==> config.mk <==
export PLATFORM = sky130hd
export DESIGN_NAME = cache_fill_ctrl_flat
export DESIGN_NICKNAME = d
export VERILOG_FILES = /design/src/rtl/cache_fill_ctrl_pkg.sv /design/src/rtl/cache_fill_ctrl_if.sv /design/src/rtl/cache_fill_ctrl_fill_counter.sv /design/src/rtl/cache_fill_ctrl.sv /design/src/flat_wrapper.sv
export SDC_FILE = /design/constraint.sdc
export NUM_CORES = 1
export LEC_CHECK = 0
export ABC_AREA = 1
export CORE_UTILIZATION = 35
export CTS_CLUSTER_DIAMETER = 40
export DETAILED_ROUTE_END_ITERATION = 8
export MAX_ROUTING_LAYER = met4
export PLACE_DENSITY = 0.77
export REMOVE_ABC_BUFFERS = 1
export SLEW_MARGIN = 5
export SYNTH_ARGS = -nofsm -noshare
export SYNTH_HDL_FRONTEND = slang
export SYNTH_SLANG_ARGS = --single-unit
==> constraint.sdc <==
create_clock -name clk -period 2 [get_ports clk]
set_input_delay 0.5 -clock clk [delete_from_list [all_inputs] [get_ports clk]]
set_output_delay 0.5 -clock clk [all_outputs]
set_load 0.005 [all_outputs]
==> src/rtl/cache_fill_ctrl_pkg.sv <==
// Shared types and constants for the cache miss fill controller:
// FSM state and fill-owner encodings plus block geometry.
package cache_fill_ctrl_pkg;

    localparam int WORDS_PER_BLOCK_DEF = 8;
    localparam int BYTES_PER_WORD      = 2;
    localparam int BLOCK_OFFSET_BITS   = $clog2(WORDS_PER_BLOCK_DEF * BYTES_PER_WORD);

    typedef enum logic {
        S_IDLE = 1'b0,
        S_FILL = 1'b1
    } state_t;

    typedef enum logic {
        OWN_I = 1'b0,
        OWN_D = 1'b1
    } owner_t;

endpackage

==> src/rtl/cache_fill_ctrl_if.sv <==
// Main-memory read port shared by both caches; the fill controller is the
// master (issues addresses), the memory model is the slave (returns words).
interface cache_fill_ctrl_if #(
    parameter int ADDR_W = 16,
    parameter int DATA_W = 16
);
    logic [ADDR_W-1:0] mem_addr;
    logic              mem_enable;
    logic [DATA_W-1:0] mem_data_in;
    logic              mem_data_valid;

    modport master (
        output mem_addr,
        output mem_enable,
        input  mem_data_in,
        input  mem_data_valid
    );

    modport slave (
        input  mem_addr,
        input  mem_enable,
        output mem_data_in,
        output mem_data_valid
    );
endinterface

==> src/rtl/cache_fill_ctrl_fill_counter.sv <==
// Resettable up-counter with synchronous clear, increment enable and a
// terminal-count flag; used for both the issue and the return side of a fill.
module fill_counter #(
    parameter int WIDTH    = 4,
    parameter int TERMINAL = 8
) (
    input  logic             clk,
    input  logic             rst,
    input  logic             i_clr,
    input  logic             i_inc,
    output logic [WIDTH-1:0] o_count,
    output logic             o_tc
);
    localparam logic [WIDTH-1:0] TC_VAL = WIDTH'(TERMINAL);

    logic [WIDTH-1:0] r_count;

    // NOTE: state registers use non-blocking assignment and an async active-low reset.
    always_ff @(posedge clk or negedge rst) begin
        if (!rst) begin
            r_count <= '0;
        end else if (i_clr) begin
            r_count <= '0;
        end else if (i_inc) begin
            r_count <= r_count + WIDTH'(1);
        end
    end

    assign o_count = r_count;
    assign o_tc    = (r_count == TC_VAL);

endmodule

==> src/rtl/cache_fill_ctrl.sv <==
// Arbitrates I/D cache misses onto one memory read port and streams each
// returned block word into the missing cache's write port.
module cache_fill_ctrl
    import cache_fill_ctrl_pkg::*;
#(
    parameter int WORDS_PER_BLOCK = WORDS_PER_BLOCK_DEF,
    parameter int ADDR_W          = 16,
    parameter int DATA_W          = 16
) (
    input  logic              clk,
    input  logic              rst,
    input  logic              i_miss,
    input  logic [ADDR_W-1:0] i_miss_addr,
    input  logic              d_miss,
    input  logic [ADDR_W-1:0] d_miss_addr,
    cache_fill_ctrl_if.master mem,
    output logic [ADDR_W-1:0] fill_addr,
    output logic [DATA_W-1:0] fill_data,
    output logic              i_fill_we,
    output logic              d_fill_we,
    output logic              i_fill_done,
    output logic              d_fill_done,
    output logic              busy
);
    localparam int OFF_BITS = $clog2(WORDS_PER_BLOCK * BYTES_PER_WORD);
    localparam int CNT_BITS = $clog2(WORDS_PER_BLOCK);

    state_t            r_state, w_next_state;
    owner_t            r_owner;
    logic [ADDR_W-1:0] r_base;
    logic              r_last_d;
    logic              r_i_done, r_d_done;

    logic [CNT_BITS:0]   w_icnt;
    logic [CNT_BITS-1:0] w_rcnt;
    logic                w_issue_tc, w_ret_tc;
    logic                w_fill, w_grant, w_grant_d, w_issue, w_ret, w_last;
    logic [ADDR_W-1:0]   w_miss_addr;

    assign w_fill      = (r_state == S_FILL);
    assign w_grant     = (r_state == S_IDLE) && (i_miss || d_miss);
    // D wins unless both miss and D had the previous grant.
    assign w_grant_d   = d_miss && (!i_miss || !r_last_d);
    assign w_miss_addr = w_grant_d ? d_miss_addr : i_miss_addr;
    assign w_issue     = w_fill && !w_issue_tc;
    assign w_ret       = w_fill && mem.mem_data_valid;
    assign w_last      = w_ret && w_ret_tc;

    fill_counter #(.WIDTH(CNT_BITS + 1), .TERMINAL(WORDS_PER_BLOCK)) u_issue_cnt (
        .clk     (clk),
        .rst     (rst),
        .i_clr   (w_grant),
        .i_inc   (w_issue),
        .o_count (w_icnt),
        .o_tc    (w_issue_tc)
    );

    fill_counter #(.WIDTH(CNT_BITS), .TERMINAL(WORDS_PER_BLOCK - 1)) u_ret_cnt (
        .clk     (clk),
        .rst     (rst),
        .i_clr   (w_grant),
        .i_inc   (w_ret),
        .o_count (w_rcnt),
        .o_tc    (w_ret_tc)
    );

    // NOTE: every always_comb output gets a default first so no latch is inferred.
    always_comb begin
        w_next_state   = r_state;
        mem.mem_enable = 1'b0;
        mem.mem_addr   = '0;
        fill_addr      = '0;
        fill_data      = '0;
        i_fill_we      = 1'b0;
        d_fill_we      = 1'b0;
        case (r_state)
            S_IDLE: if (w_grant) w_next_state = S_FILL;
            S_FILL: if (w_last)  w_next_state = S_IDLE;
            default:             w_next_state = S_IDLE;
        endcase
        if (w_issue) begin
            mem.mem_enable = 1'b1;
            mem.mem_addr   = r_base + (ADDR_W'(w_icnt) << 1);
        end
        if (w_ret) begin
            fill_addr = r_base + (ADDR_W'(w_rcnt) << 1);
            fill_data = mem.mem_data_in;
            i_fill_we = (r_owner == OWN_I);
            d_fill_we = (r_owner == OWN_D);
        end
    end

    always_ff @(posedge clk or negedge rst) begin
        if (!rst) begin
            r_state  <= S_IDLE;
            r_owner  <= OWN_I;
            r_base   <= '0;
            r_last_d <= 1'b0;
            r_i_done <= 1'b0;
            r_d_done <= 1'b0;
        end else begin
            r_state  <= w_next_state;
            r_i_done <= w_last && (r_owner == OWN_I);
            r_d_done <= w_last && (r_owner == OWN_D);
            if (w_grant) begin
                r_owner  <= w_grant_d ? OWN_D : OWN_I;
                r_base   <= {w_miss_addr[ADDR_W-1:OFF_BITS], {OFF_BITS{1'b0}}};
                r_last_d <= w_grant_d;
            end
        end
    end

    assign i_fill_done = r_i_done;
    assign d_fill_done = r_d_done;
    assign busy        = w_fill;

endmodule

==> src/flat_wrapper.sv <==
// flat-port wrapper written by rule: the top's interface ports become plain ports
module cache_fill_ctrl_flat import cache_fill_ctrl_pkg::*;
#(
    parameter int WORDS_PER_BLOCK = WORDS_PER_BLOCK_DEF,
    parameter int ADDR_W          = 16,
    parameter int DATA_W          = 16
)
  (clk, rst, i_miss, i_miss_addr, d_miss, d_miss_addr, fill_addr, fill_data, i_fill_we, d_fill_we, i_fill_done, d_fill_done, busy, mem_mem_addr, mem_mem_enable, mem_mem_data_in, mem_mem_data_valid);
  cache_fill_ctrl_if #(.ADDR_W(ADDR_W), .DATA_W(DATA_W)) mem_i ();
  input  logic clk;
  input  logic rst;
  input  logic i_miss;
  input  logic [ADDR_W-1:0] i_miss_addr;
  input  logic d_miss;
  input  logic [ADDR_W-1:0] d_miss_addr;
  output logic [ADDR_W-1:0] fill_addr;
  output logic [DATA_W-1:0] fill_data;
  output logic i_fill_we;
  output logic d_fill_we;
  output logic i_fill_done;
  output logic d_fill_done;
  output logic busy;
  output wire logic [$bits(mem_i.mem_addr)-1:0] mem_mem_addr;
  output wire logic [$bits(mem_i.mem_enable)-1:0] mem_mem_enable;
  input wire logic [$bits(mem_i.mem_data_in)-1:0] mem_mem_data_in;
  input wire logic [$bits(mem_i.mem_data_valid)-1:0] mem_mem_data_valid;
  assign mem_mem_addr = mem_i.mem_addr;
  assign mem_mem_enable = mem_i.mem_enable;
  assign mem_i.mem_data_in = mem_mem_data_in;
  assign mem_i.mem_data_valid = mem_mem_data_valid;
  cache_fill_ctrl #(.WORDS_PER_BLOCK(WORDS_PER_BLOCK), .ADDR_W(ADDR_W), .DATA_W(DATA_W)) u_core (.clk(clk), .rst(rst), .i_miss(i_miss), .i_miss_addr(i_miss_addr), .d_miss(d_miss), .d_miss_addr(d_miss_addr), .mem(mem_i), .fill_addr(fill_addr), .fill_data(fill_data), .i_fill_we(i_fill_we), .d_fill_we(d_fill_we), .i_fill_done(i_fill_done), .d_fill_done(d_fill_done), .busy(busy));
endmodule
=== Yosys cells after proc, flatten, opt, wreduce, memory -nomap -nowiden ===
Cells that the tools add are included.

* $add $sub $neg: 4
* Equal/unequal tests: 2
* Multiplexer cells: 15
* Bitwise logic cells: 2
* Reductions and logical operators: 14

{| class="wikitable"
|+ Operators with widths
! kind !! count
|-
| $mux W16 || 4
|-
| $add A16 B4 Y16 || 1
|-
| $add A16 B5 Y16 || 1
|-
| $mux W4 || 2
|-
| $logic_and A1 B1 Y1 || 7
|-
| $mux W1 || 6
|-
| $mux W3 || 2
|-
| $add A4 B1 Y4 const B || 1
|-
| $eq A4 B4 Y1 const B || 1
|-
| $reduce_bool A2 Y1 || 2
|-
| $add A3 B1 Y3 const B || 1
|-
| $eq A3 B3 Y1 const B || 1
|-
| $logic_not A1 Y1 || 3
|-
| $logic_or A1 B1 Y1 || 2
|-
| $not A1 Y1 || 2
|-
| $pmux W1 S2 || 1
|}

* Bits in registers: 24
* Input port bits: 53

=== Longest topological paths before layout ===
* Depth after elaboration: 5
* Gate-level depth with buffers: 8
* Gate-level depth less buffers: 7

=== Cells and area by module ===
Synthesis repeated with hierarchy kept, for this count alone.

* Cell total of the unflattened synthesis: 275
* Area total of the unflattened synthesis: 1711.6 µm²

{| class="wikitable"
|+ Modules (own cells, without submodules)
! module !! times used !! cells each !! area each (µm²) !! sequential area each (µm²)
|-
| cache_fill_ctrl || 1 || 230 || 1335.0 || 400.4
|-
| fill_counter at u_core.u_issue_cnt || 1 || 28 || 225.2 || 100.1
|-
| fill_counter at u_core.u_ret_cnt || 1 || 17 || 151.4 || 75.1
|}

=== Worst setup path after synthesis ===
No wires, ideal clock.

* Path kind: register to output
* Start point: reg u_core.u_issue_cnt.r_count[0], in the netlist u_core.u_issue_cnt.o_count[0]
* End point: out mem_mem_addr[7]
* Arrival time: 1.169 ns
* Data required time: 1.500 ns
* Slack: 0.331 ns
* Cell stages (with the launch flop): 9
* Path buffers: 1
* Cells stage by stage: dfrtp_1 -> inv_1 -> ha_1 -> nand3_2 -> nand2_4 -> inv_2 -> buf_6 -> o21ai_0 -> nor2_1

* Cells in the longest elaborated chain, start to end: 4
* Elaborated cells between the ends (all ways): 5
* Those cells by class: add/sub (1); eq/ne (1); mux (1); reduce/logical (2)

{| class="wikitable"
|+ Ends and longest elaborated chain
! item !! RTL line !! RTL
|-
| start, declared || cache_fill_ctrl_fill_counter.sv:16 || <nowiki>logic [WIDTH-1:0] r_count;</nowiki>
|-
| start signal, assigned || cache_fill_ctrl_fill_counter.sv:25 || <nowiki>r_count <= r_count + WIDTH'(1);</nowiki>
|-
| branches (longest 3 deep; another with $add A16 B5 Y16) || -- ||
|-
| $mux W16 * || cache_fill_ctrl.sv:81 || <nowiki>if (w_issue) begin</nowiki>
|-
| end, declared || flat_wrapper.sv:23 || <nowiki>output wire logic [$bits(mem_i.mem_addr)-1:0] mem_mem_addr;</nowiki>
|}

Every way passes the cells marked *.

=== Final worst setup path ===
* Start point: reg u_core.r_base[4]
* End point: out mem_mem_addr[14]

* Cells in the longest elaborated chain, start to end: 2

{| class="wikitable"
|+ Ends and longest elaborated chain
! item !! RTL line !! RTL
|-
| start, declared || cache_fill_ctrl.sv:30 || <nowiki>logic [ADDR_W-1:0] r_base;</nowiki>
|-
| start signal, assigned || cache_fill_ctrl.sv:107 || <nowiki>r_base <= {w_miss_addr[ADDR_W-1:OFF_BITS], {OFF_BITS{1'b0}}};</nowiki>
|-
| $add A16 B5 Y16 || cache_fill_ctrl.sv:83 || <nowiki>mem.mem_addr = r_base + (ADDR_W'(w_icnt) << 1);</nowiki>
|-
| $mux W16 || cache_fill_ctrl.sv:81 ||
|}

No other way between the ends.

==> flow_summary.yaml <==
timing:
  skew_ps: 1.30
  period_minus_slack_ps: 2130
  rsz0062_at_grt: "true"
  report.final.slew_viol_count: 0
  fmax_mhz: 470
  setup-violations-final: 10
  final.setup.worst_slack_ps: -126
  fin_crit_sh: 1.06
  final_hold_viol_count: 0
logic_synthesis:
  async_reset_ff_frac: 1.00
  synth_top_area_frac: 0.338
  synth_xor_area_frac: 0.0103
  synth_top_family_by_area: "simple AND/OR/NAND/NOR gates"
  synth_most_common_cell: "nor2_1"
  yosys-top-cells-area: "dfrtp_1 34%, nor2_1 14%, nand2_1 10%"
  yosysWarningCount: 0
  ys_ff_latch: 23
  synth-adder-area-share: 0.0441
  synthCells: 264
  synth_ff_type: "dfrtp_1"
  synth_commonest_cells: "65 x nor2_1, 47 x nand2_1, 44 x inv_1"
  syn_area_per_cell_um2: 6.46
  synthDistinctLibCells: 23
  synthSimpleGateAreaFrac: 0.328
  synth-edff-count: 0
  synth.cell_area_mm2: 0.00170
  synthMuxAreaShare: 0
  yosys.area.top_type: "dfrtp_1"
  synth-compound-area-share: 0.130
  yosysSeqAreaShare: 0.338
floorplan:
  die_h_um: 71.8
  die_area_mm2: 0.00515
  start_util: 0.363
  num_rows: 25
  pin_count: 107
  die_x_um: 71.8
  core_area_mm2: 0.00469
hold_path:
  min_to: "u_core.i_fill_done$_DFF_PN0_"
  worstHoldStart: "u_core.r_last_d$_DFFE_PN0P_"
  hold_path.class: "reg -> reg"
  hold_depth: 1
detailed_routing:
  ant_nets: 0
  wl_um: 5620
  drt_iter0_drc: 98
  drtPass1Iterations: 4
  drc: 0
  wl_per_cell_um: 12.2
  vias: 2151
  via_per_inst: 4.66
finish:
  final_net_count: 468
  syn2layout_area_growth_pct: 90.5
  drive_gt1_frac: 0.292
  num_antenna_cells: 0
  seq_area_um2: 578
  fillers: 407
  multiInputGateArea_mm2: 0.00101
grt:
  grt_pass1_wl_um: 8750
  antenna_found_initial: 0
  grt_max_degree: 24
  grt-ovfl-total: 0
  busiest_layer: "met2"
  use_met2: 0.378
  grtUsageMet3: 0.0309
  grt_util_met1: 0.273
  grt_pass1_vias: 2028
  grt.total_usage: 0.221
clock_tree:
  numCtsBuffers: 3
  clkTransAtPathRegs_ps: 80
  cts-root-buf: "clkbuf_8"
  worst_skew_pair.late_latency_ps: 260
  cts_max_level: 1
  clock_sinks: 23
  cts_tree: "built"
  clk_path_buf_depth: 2
outcome:
  outcome: "finished, violations left"
  violations: "negative setup slack"
pwr:
  power.total_uw: 3730
  powerDensity_mw_per_mm2: 1150
  vdd_drop_max_mv: 0.586
  p_leak_uw: 0.00174
worst_setup_path:
  reg2reg_to: "u_core.r_base[5]$_DFFE_PN0P_"
  critPathKind: "reg -> out"
  r2r_cells: 6
  regToRegStartpoint: "u_core.busy$_DFF_PN0_"
  cp_max_fo: 3
  start_kind: "flop"
  required_ps: 1500
  crit_path_end_kind: "output pin"
  ff2ff_setup_slack_ps: 580
  cp_data_arrival_time_ps: 1630
placement:
  pre_cts_slack_ps: -389
  hpwlAfterDp_um: 3650
  gp_congestion: 0.875
  port_buffers: 96
flow_run:
  timing.max_cap.violations: 0
## cells in the final DEF (no fill, tap or decap), drive strengths merged
cell	instances
conb	2
nand3	10
nand2	50
clkbuf	13
dlygate4sd2	22
clkdlybuf4s15	7
inv	46
nand4	5
o21ai	32
buf	64
ha	6
dfrtp	23
clkdlybuf4s50	46
o21bai	2
a21oi	7
nor2	68
clkinv	2
bufbuf	1
xor2	2
## kinds of logic after synthesis
logic type / Yosys count
compound gates: 41
flops: 23
buf+inv: 58
simple gates: 133
other cells: 1
xor+xnor: 2
fa+ha+maj: 6
## layout make-up
class / count / area share
clock buffers: 3 / 0.0127
clock inverters: 1 / 0.00154
inverters: 47 / 0.0559
multi-input cells: 184 / 0.312
flip-flops and latches: 23 / 0.178
well taps: 54 / 0.0208
repair buffers: 150 / 0.419
## metrics by stage
stage                      util  cells  cell area, um^2  hold WS (ps)  TNS (ps)
after global routing      0.692    462             3250           572     -1790
after CTS                 0.670    453             3150           535      -810
after global placement    0.609    430             2860           507    -11940
final                     0.692    462             3250           527      -891
after floorplan               -    254             1630           204         0
after detailed placement  0.609    430             2860           525    -12830
## what timing repair did
action,CTS,global route
gates resized for setup,124,44
hold endpoints to repair,0,0
gates cloned,3,1
hold buffers,0,0
pin swaps,14,13
endpoints found under the setup margin,49,28
buffers inserted,16,8
## sequential cells by signal, summed over array words and instances (netlist names)
register                    count
u_core.r_base                  12
u_core.u_issue_cnt.o_count      4
u_core.u_ret_cnt.o_count        3
u_core.busy                     1
u_core.d_fill_done              1
u_core.i_fill_done              1
u_core.r_last_d                 1
## worst max-delay path by stage
stage,from,end,slack [ps],cells past startpoint
floorplan,u_core.busy$_DFF_PN0_,fill_addr[1],260,2
global placement,mem_mem_data_valid,fill_addr[5],-350,5
detailed placement,mem_mem_data_valid,fill_addr[14],-390,5
CTS,u_core.r_base[4]$_DFFE_PN0P_,mem_mem_addr[6],-150,7
global route,u_core.r_base[4]$_DFFE_PN0P_,mem_mem_addr[13],-230,10
finish,u_core.r_base[4]$_DFFE_PN0P_,mem_mem_addr[14],-130,10
## power breakdown
part,leakage (uW),internal [uW],switching (uW)
registers,0.000281,677,221
clock network,0.0000255,139,140
logic,0.00143,1340,1220
## critical path: stages, from the launching register on
cell and delay, ps:
dfrtp_1 380, buf_6 120, ha_4 130, nand2_4 60
nor2_4 170, buf_6 120, nand3_2 60, nand2_1 60
inv_1 50, nor2_2 100, buf_2 110
## layer usage
metal  wire, um  part of all wire
met3        354             0.063
met2       2840              0.50
met5          0                 0
met4         23            0.0041
met1       2410              0.43
Power figures use the tool's default switching activity.
